### src/rtl/ff_bank_arbiter.sv
// Round-robin arbiter and write sequencer for one shared register.
// The winner is granted, its data lands one cycle later, then grant is held HOLD cycles.
module ff_bank_arbiter #(
   parameter int unsigned NREQ  = 4,
   parameter int unsigned WIDTH = 8,
   parameter int unsigned HOLD  = 2
) (
   input  logic                    clk,
   input  logic                    reset,
   input  logic [NREQ-1:0]         req,
   input  logic [NREQ*WIDTH-1:0]   wdata,
   input  logic                    clr,
   output logic [NREQ-1:0]         grant,
   output logic [NREQ-1:0]         ack,
   output logic [WIDTH-1:0]        q,
   output logic [$clog2(NREQ)-1:0] owner,
   output logic                    busy
);

   localparam int unsigned PW = $clog2(NREQ);
   localparam int unsigned HW = $clog2(HOLD + 1);
   localparam logic [PW-1:0]   LastIdx = PW'(NREQ - 1);
   localparam logic [NREQ-1:0] OneLsb  = NREQ'(1);

   typedef enum logic [1:0] {StIdle, StGrant, StHold} state_e;

   state_e            r_state, w_state_d;
   logic [PW-1:0]     r_ptr, w_ptr_d;
   logic [HW-1:0]     r_hcnt, w_hcnt_d;
   logic [NREQ-1:0]   r_grant, w_grant_d;
   logic [NREQ-1:0]   r_ack, w_ack_d;
   logic [WIDTH-1:0]  r_q, w_q_d;
   logic [PW-1:0]     r_owner, w_owner_d;
   logic [PW-1:0]     w_win;
   logic              w_any;

   // Two-pass scan: first set bit at or above ptr, otherwise first set bit overall.
   always_comb begin
      w_win = '0;
      w_any = 1'b0;
      for (int j = 0; j < int'(NREQ); j++) begin
         if (!w_any && req[j] && (j >= int'(r_ptr))) begin
            w_win = j[PW-1:0];
            w_any = 1'b1;
         end
      end
      for (int j = 0; j < int'(NREQ); j++) begin
         if (!w_any && req[j]) begin
            w_win = j[PW-1:0];
            w_any = 1'b1;
         end
      end
   end

   always_comb begin
      w_state_d = r_state;
      w_ptr_d   = r_ptr;
      w_hcnt_d  = r_hcnt;
      w_grant_d = r_grant;
      w_ack_d   = '0;
      w_q_d     = r_q;
      w_owner_d = r_owner;
      unique case (r_state)
         StIdle: begin
            if (clr) begin
               w_q_d = '0;
            end else if (w_any) begin
               w_grant_d = OneLsb << w_win;
               w_owner_d = w_win;
               w_state_d = StGrant;
            end
         end
         StGrant: begin
            w_q_d     = wdata[int'(r_owner)*WIDTH +: WIDTH];
            w_ack_d   = OneLsb << r_owner;
            w_hcnt_d  = HW'(HOLD);
            w_state_d = StHold;
         end
         StHold: begin
            w_hcnt_d = r_hcnt - HW'(1);
            if (r_hcnt == HW'(1)) begin
               w_grant_d = '0;
               w_ptr_d   = (r_owner == LastIdx) ? '0 : r_owner + PW'(1);
               w_state_d = StIdle;
            end
         end
         default: begin
            w_state_d = StIdle;
            w_grant_d = '0;
         end
      endcase
   end

   always_ff @(posedge clk or negedge reset) begin
      if (!reset) begin
         r_state <= StIdle;
         r_ptr   <= '0;
         r_hcnt  <= '0;
         r_grant <= '0;
         r_ack   <= '0;
         r_q     <= '0;
         r_owner <= '0;
      end else begin
         r_state <= w_state_d;
         r_ptr   <= w_ptr_d;
         r_hcnt  <= w_hcnt_d;
         r_grant <= w_grant_d;
         r_ack   <= w_ack_d;
         r_q     <= w_q_d;
         r_owner <= w_owner_d;
      end
   end

   assign grant = r_grant;
   assign ack   = r_ack;
   assign q     = r_q;
   assign owner = r_owner;
   assign busy  = (r_state != StIdle);

endmodule

### config.mk
export PLATFORM = sky130hd
export DESIGN_NAME = ff_bank_arbiter
export DESIGN_NICKNAME = d
export VERILOG_FILES = /design/src/rtl/ff_bank_arbiter.sv
export SDC_FILE = /design/constraint.sdc
export NUM_CORES = 1
export LEC_CHECK = 0
export ABC_AREA = 1
export BUFFER_PORTS_ARGS = -buffer_cell sky130_fd_sc_hd__buf_2
export CAP_MARGIN = 25
export CORE_MARGIN = 2
export CORE_UTILIZATION = 38
export CTS_BUF_LIST = sky130_fd_sc_hd__clkbuf_8 sky130_fd_sc_hd__clkbuf_16
export CTS_CLUSTER_DIAMETER = 200
export DETAILED_ROUTE_END_ITERATION = 12
export PLACE_DENSITY = 0.72
export SYNTH_ARGS = -nofsm -noshare
export SYNTH_HDL_FRONTEND = slang
export SYNTH_SLANG_ARGS = --single-unit
### constraint.sdc
create_clock -name clk -period 1.9 [get_ports clk]
set_clock_uncertainty 0.05 [all_clocks]
set_input_delay 0.19 -clock clk [delete_from_list [all_inputs] [get_ports clk]]
set_output_delay 0.19 -clock clk [all_outputs]
set_load 0.02 [all_outputs]
# --- Word level (Yosys, flattened, before mapping) ---
# Cells that the tools add are included.
classes:
  add_sub_neg: 2
  n_lt_le_gt_ge: 3
  n_eq_ne: 8
  n_shift: 3
  mux: 28
  n_bitwise: 2
  n_reduce_logical: 26
op_table:
  columns: ["operator", "n"]
  rows:
  - ["variable part select 32 x 6 -> 8 bit", 1]
  - ["2-to-1 mux 2 bit", 10]
  - ["2-to-1 mux 4 bit", 4]
  - ["case mux 8 bit (2 select lines)", 1]
  - ["case mux 4 bit (3 select lines)", 1]
  - ["logical AND 1 bit", 10]
  - ["2-to-1 mux 1 bit", 9]
  - ["2-to-1 mux 8 bit", 1]
  - ["inequality test 2 bit (second input constant)", 4]
  - ["left shift 1 x 2 -> 4 bit (first input constant)", 2]
  - ["zero test 1 bit", 7]
  - ["case mux 2 bit (3 select lines)", 1]
  - ["AND reduction 3 bit", 2]
  - ["nonzero test 2 bit", 3]
  - ["equality test 2 x 1 -> 1 bit (second input constant)", 2]
  - ["equality test 2 bit (second input constant)", 2]
  - [">= comparator 1 x 2 -> 1 bit (first input constant)", 2]
  - ["case mux 2 bit (2 select lines)", 1]
  - ["AND reduction 2 bit", 2]
  - ["AND reduction 4 bit", 1]
  - ["adder 2 x 1 -> 2 bit (second input constant)", 1]
  - [">= comparator 2 bit (first input constant)", 1]
  - ["zero test 2 bit", 1]
  - ["NOT 1 bit", 2]
  - ["subtractor 2 x 1 -> 2 bit (second input constant)", 1]
totals:
  ff_bits: 24
  in_bits: 39
  out_inout_bits: 19
  wordCells: 79

# --- Logic depth before layout (Yosys ltp) ---
# Gate-level depths: netlist (run 1).
depth:
  ltp_word: 30
  ltp_mapped: 10
  depth_no_buf: 10

# --- Least setup slack after synthesis (run 1) ---
# No wires, ideal clock.
synth_path:
  path_kind: "register to register"
  from: "register r_state[1]"
  to: "register r_q[6] (netlist: q[6])"
  setup_time_ns: 0.121
  t_arrival_ns: 1.345
  required_ns: 1.729
  slack_ns: 0.384
  path_stages_with_launch: 9
  n_path_buf: 1
  synth_period_minus_slack_ns: 1.516
  path_cell_list: "dfrtp_1 inv_1 ha_1 inv_2 nor2_2 a21oi_4 buf_4 nand3_1 o21ai_1"
synth_between:
  elab_chain_len: 3
  word_cells_on_any_way: 6
  cone_classes: "eq/ne (2); mux (1); reduce/logical (3)"
synth_lines:
  columns: ["item", "line_no", "rtl"]
  rows:
  - ["start, declared", "27", "state_e r_state, w_state_d;"]
  - ["start signal, assigned", "96", "r_state <= StIdle;"]
  - ["start signal, assigned", "104", "r_state <= w_state_d;"]
  - ["equality test 2 x 1 -> 1 bit or zero test 2 bit (tied branches)", "63", "unique case (r_state)"]
  - ["nonzero test 2 bit (no source line) or inequality test 2 bit (tied branches)", null, null]
  - ["AND reduction 2 bit (no source line)", null, null]
  - ["end signal, assigned", "109", "r_q <= w_q_d;"]
  - ["end, declared", "32", "logic [WIDTH-1:0] r_q, w_q_d;"]
# Several ways; a longest one is shown, not always the timed one.
# A chain may end at the register's enable or synchronous reset.

# --- Final worst setup path (run 1) ---
layout_path:
  from: "register r_state[1]"
  to: "register r_q[7] (netlist: q[7])"
# The elaborated chain is that of the path after synthesis.

==> results of run 1 <==
[metal layers]
metal | global-route usage | vias up
met5 | 0 | -
li1 | - | 723
met3 | 0.0223 | 7
met2 | 0.287 | 43
met1 | 0.210 | 606
met4 | 0.0807 | 0
[logic make-up after synthesis]
kind of cell / after synthesis / share of synthesized area
buf+inv: 31 / 0.0898
compound gates: 46 / 0.180
simple gates: 74 / 0.242
fa+ha+maj: 8 / 0.0697
flops: 24 / 0.418
[sequential cells by signal, indices dropped and copies added, names as in the netlist]
register and flops:
r_hcnt 2, q 8, r_state 2, owner 2, r_ptr 2, grant 4, ack 4
[worst paths after layout]
check / from / endpoint / cells after the start
min in group asynchronous: reset / ack[1] / 2
setup / recovery: r_state[1] / q[7] / 6
hold / removal: req[3] / grant[3] / 3
setup reg to reg: r_state[1] / q[7] / 6
hold reg to reg: grant[1] / grant[1] / 2
max in group asynchronous: reset / r_state[0] / 2
[final cells by class]
class | instances | share of cell area
clock buffer | 4 | 0.0299
inverter | 26 | 0.0544
multi-input combinational | 128 | 0.384
sequential | 24 | 0.327
tap | 48 | 0.0327
timing repair buffer | 61 | 0.173
[power breakdown]
group          leakage (uW)  total (uW)  internal, uW  switching (uW)
sequential         0.000314         861           734             127
combinational      0.000659        1690           581            1110
clock             0.0000288         348           185             163
[cells in the final DEF, fill, tap and decap left out, types with 2 or more instances in the layout]
cell and count:
a21oi_1 6, buf_2 57, buf_4 3, clkbuf_8 4, dfrtp_1 24, ha_1 8
inv_1 22, inv_2 2, nand2_1 28, nand2_2 4, nand3_1 12, nand3_2 2
nor2_1 24, o21ai_0 19, o21ai_1 10, o22ai_1 8
[repair_timing]
item / 4_1_cts / 5_1_grt
endpoints found under the hold margin: 24 / 0
hold buffers: 1 / 0
setup buffers: 0 / 0
[worst max-delay path: stages (launching register included)]
cell     delay [ns]
dfrtp_1        0.39
inv_1          0.12
ha_1           0.31
inv_2          0.11
a21oi_4        0.37
nand3_1        0.13
o21ai_1        0.09
[stage by stage]
step | hold slack (ns) | util | instance area [um^2] | cells | total power [uW]
floorplan | -0.156 | - | 1440 | 183 | 2110
global placement | 0.150 | 0.488 | 1770 | 286 | 2540
detailed placement | 0.148 | 0.488 | 1770 | 286 | 2580
CTS | 0.195 | 0.506 | 1840 | 291 | 2940
global route | 0.225 | 0.506 | 1840 | 291 | 3200
finish | 0.199 | 0.506 | 1840 | 291 | 2900
==> results.json, run 1 <==
{
  "yosysMostFrequentCell": "nand2_1",
  "syn_inst": 183,
  "worst_pin_slew_ns": 0.520,
  "coreArea_mm2": 0.00363,
  "wl_um": 3360,
  "grt_pass1_wl_um": 5510,
  "critPathMaxFanout": 16,
  "dr_wl_met3_um": 199,
  "synth_common_cells": "nand2_1 (28), dfrtp_1 (24), nor2_1 (24), inv_1 (22), o21ai_0 (19)",
  "globalRouteOverflowTotal": 0,
  "syn2layout_area_growth_pct": 28.2,
  "rsz0062_at_grt": "no",
  "clock_path_buffers": 2,
  "final_antenna_net_count": 0,
  "wl_met1_um": 1550,
  "grt_pass1_vias": 1246,
  "max-cap-violations": 0,
  "grt_max_degree": 25,
  "grt_util_all_layers": 0.168,
  "leakage_uw": 0.00100,
  "placement.io_buffers": 57,
  "multi_input_comb_area_um2": 706,
  "synth_area_leaders": "dfrtp_1 (42%), nand2_1 (7.3%), ha_1 (7.0%), o21ai_0 (6.6%), nor2_1 (6.3%)",
  "num_rows": 22,
  "async_flop_share": 1.00,
  "final-setup-viol-count": 0,
  "outcome": "completed",
  "nets": 291,
  "synth-edff-count": 0,
  "pre_cts_slack_ns": 0.270,
  "synthFlopType": "dfrtp_1",
  "drc": 0,
  "dieArea_mm2": 0.00428,
  "wl_met2_um": 1540,
  "synth_area_mm2": 0.00144,
  "clkSinkCount": 24,
  "yosysWarningCount": 0,
  "cts_max_level": 1,
  "dr.pass1.iters": 4,
  "root_buffer": "clkbuf_8",
  "wl_per_cell_um": 11.5,
  "yosysTopAreaCell": "dfrtp_1",
  "r2r_setup_slack_ns": 0.26,
  "min_path_type": "primary input to register",
  "max_freq_ghz": 0.611,
  "critPathKind": "register to register",
  "ys_ff_latch": 24,
  "yosysUniqueCellTypes": 25,
  "yosysTopAreaCellShare": 0.418,
  "fin_crit_ns": 1.64,
  "synth.net_count": 230,
  "die_y_um": 65.5,
  "dr_total_vias": 1379,
  "antenna_found_initial": 0,
  "die_w_um": 65.5,
  "relSlewSlack": 0.653,
  "clk_pin_slew_ns": 0.08,
  "seqCellArea_um2": 601,
  "worstSetupEndpointType": "register",
  "io_pins": 58,
  "setup_tns_ns": 0,
  "start_kind": "register",
  "cts_resized": 0,
  "worst_ir_drop_vdd_mv": 0.888,
  "hold_viol_final": 0,
  "fin_crit_sh": 0.861,
  "routed.top_layer": "met4",
  "report.final.slew_viol_count": 0,
  "postSynthAreaPerCell_um2": 7.84,
  "fill_cells": 373,
  "insertion_delay_ns": 0.27,
  "setup_slack_ns": 0.264,
  "critical_path_arrival_ns": 1.78,
  "ys_seq_area_frac": 0.418,
  "gp_congestion": 0.762,
  "drt-initial-drc-count": 38,
  "cts_tree": "built",
  "antennaDiodeCount": 0,
  "cts_buffers": 3,
  "dp_hpwl_um": 2600,
  "drive_above_1_share": 0.325,
  "power_per_cell_area_mw_per_mm2": 1580,
  "viasPerCell": 4.74,
  "initial_utilization": 0.395,
  "worstPathRequired_ns": 2.05
}
Note: power is estimated with default switching activity, not from simulation.
==> run 2: changes to the inputs <==
ABC_AREA = default   (was 1)
PLACE_DENSITY = 0.73   (was 0.72)
==> run 2 against run 1 <==
Compared with the run above:
- worst setup slack worse by 0.072 ns
- sequential share of layout area grew 0.43 points
- routed wire length is 5.2% lower
- first-iteration DRC count increased by 66%
==> results.json, run 2 <==
{
  "outcome": "completed",
  "final_common_cell": "buf_2",
  "fin_crit_ns": 1.71,
  "postLayoutCoreUtil": 0.536,
  "antennaDiodeCount": 0,
  "layout_common_cells": "buf_2 (57), o21ai_0 (25), dfrtp_1 (24)",
  "r2r_setup_slack_ns": 0.19,
  "synth_common_cells": "o21ai_0 (25), dfrtp_1 (24), nand2_1 (14), inv_1 (9)",
  "hp-start": "clr",
  "gp_congestion": 0.794,
  "insertion_delay_ns": 0.27,
  "viasPerCell": 5.01,
  "r2r_start": "r_state[0]",
  "cts_setup_buffers": 0,
  "leakage_uw": 0.000939,
  "dp_hpwl_um": 2520,
  "synth_top_family_by_area": "compound AO/OA/AOI/OAI gates",
  "drt-initial-drc-count": 63,
  "yosysTopAreaCellShare": 0.440,
  "dr_total_vias": 1188,
  "yosysUniqueCellTypes": 30,
  "critical_path_arrival_ns": 1.84,
  "report.final.slew_viol_count": 0,
  "hold_viol_final": 0,
  "drc": 0,
  "placement.io_buffers": 57,
  "io_pins": 58,
  "final_antenna_net_count": 0,
  "postSynthAreaPerCell_um2": 10.8,
  "initial_utilization": 0.403,
  "clk_pin_slew_ns": 0.09,
  "die_w_um": 64.0,
  "worst_ir_drop_vdd_mv": 0.932,
  "synth-edff-count": 0,
  "worstSetupEndpointType": "register",
  "relSlewSlack": 0.649,
  "clkSinkCount": 24,
  "rsz0062_at_grt": "no",
  "coreArea_mm2": 0.00339,
  "synth_xor_area_frac": 0,
  "min_path_type": "primary input to register",
  "setup_tns_ns": 0,
  "syn_inst": 127,
  "r2r-end": "grant[0]",
  "ys_ff_latch": 24,
  "ys_seq_area_frac": 0.440,
  "globalRouteOverflowTotal": 0,
  "synth.net_count": 174,
  "drive_above_1_share": 0.414,
  "antenna_found_initial": 0,
  "grt_util_all_layers": 0.161,
  "dr.pass1.iters": 4,
  "critPathMaxFanout": 5,
  "yosysMostFrequentCell": "o21ai_0",
  "hold_path_end": "owner[0]",
  "hold_depth": 3,
  "synth_compound_area_frac": 0.173,
  "synth_area_mm2": 0.00137,
  "synth_fa_ha_area_frac": 0.0733,
  "fin_crit_sh": 0.899,
  "root_buffer": "clkbuf_8",
  "synthFlopType": "dfrtp_1",
  "die_y_um": 64.0,
  "yosysTopAreaCell": "dfrtp_1",
  "grt_pass1_vias": 1123,
  "grt_pass1_wl_um": 5200,
  "power_per_cell_area_mw_per_mm2": 1450,
  "r2r.worst_path.cells": 6,
  "max_freq_ghz": 0.586,
  "largest_register_ffs": 8,
  "async_flop_share": 1.00,
  "wl_um": 3190,
  "clock_path_buffers": 2,
  "placed_cell_area_mm2": 0.00173,
  "dieArea_mm2": 0.00409,
  "nets": 239,
  "max-cap-violations": 0,
  "synth_area_leaders": "dfrtp_1 (44%), mux4_2 (13%), o21ai_0 (9.2%), ha_1 (7.3%), nand2_1 (3.8%)",
  "grt_max_degree": 25,
  "syn2layout_area_growth_pct": 32.9,
  "synthSimpleGateAreaFrac": 0.125,
  "yosysWarningCount": 0,
  "worst_pin_slew_ns": 0.527,
  "critPathKind": "register to register",
  "cts_tree": "built",
  "final-setup-viol-count": 0,
  "synthMuxAreaShare": 0.156,
  "wl_per_cell_um": 13.4,
  "cts_max_level": 1,
  "worstPathRequired_ns": 2.03,
  "num_rows": 21,
  "start_kind": "register",
  "cts_buffers": 3,
  "final_area_mm2": 0.00182
}
run 2: routing by layer:
layer	track usage	share of wire
met1	0.233	0.46
met2	0.237	0.46
met3	0.0458	0.069
met4	0.0408	0.014
met5	0	0
run 2: timing repair:
action                                 CTS  global route
endpoints found under the hold margin   24             0
gates resized for setup                  0             0
hold buffers                             1             0
run 2: through the flow:
step	setup slack, ns	hold WS [ns]	power, uW	instances
global placement	0.243	0.150	2180	232
detailed placement	0.189	0.151	2200	232
finish	0.192	0.259	2630	237
CTS	0.172	0.257	2660	237
floorplan	0.271	-0.156	1750	127
global route	0.0468	0.280	2840	237
run 2: power by group:
part	leakage, uW	switching (uW)	internal [uW]
Clock	0.0000357	172	282
Sequential	0.000315	124	698
Combinational	0.000589	767	588
Total	0.000939	1060	1570
run 2: worst max-delay path by stage:
| stage | slack (ns) | end | cells after the start | from |
|---|---|---|---|---|
| after floorplan | 0.27 | q[1] | 4 | owner[0] |
| after global placement | 0.24 | grant[2] | 6 | r_state[0] |
| after detailed placement | 0.19 | grant[2] | 6 | r_state[0] |
| after CTS | 0.17 | grant[0] | 6 | r_state[0] |
| after global routing | 0.05 | grant[0] | 6 | r_state[0] |
| final | 0.19 | grant[0] | 6 | r_state[0] |
run 2: cell families after synthesis:
logic type | Yosys count
flip-flops | 24
AO/OA/AOI/OAI | 40
multiplexers | 11
AND/OR/NAND/NOR | 32
buffers and inverters | 12
adder cells (fa/ha/maj) | 8
run 2: layout make-up:
type,count,area (um^2)
Clock buffer,3,41.3
Clock inverter,1,30.0
Fill cell,324,1570
Inverter,9,33.8
Multi-Input combinational cell,91,719
Sequential cell,24,601
Tap cell,46,57.6
Timing Repair Buffer,63,333
run 2: critical path, cell delays in order (launching register included):
cell and delay (ns):
dfrtp_1 0.37, inv_1 0.07, ha_1 0.23, nor2b_4 0.15, or2_1 0.26, or2_4 0.26, o31ai_1 0.23
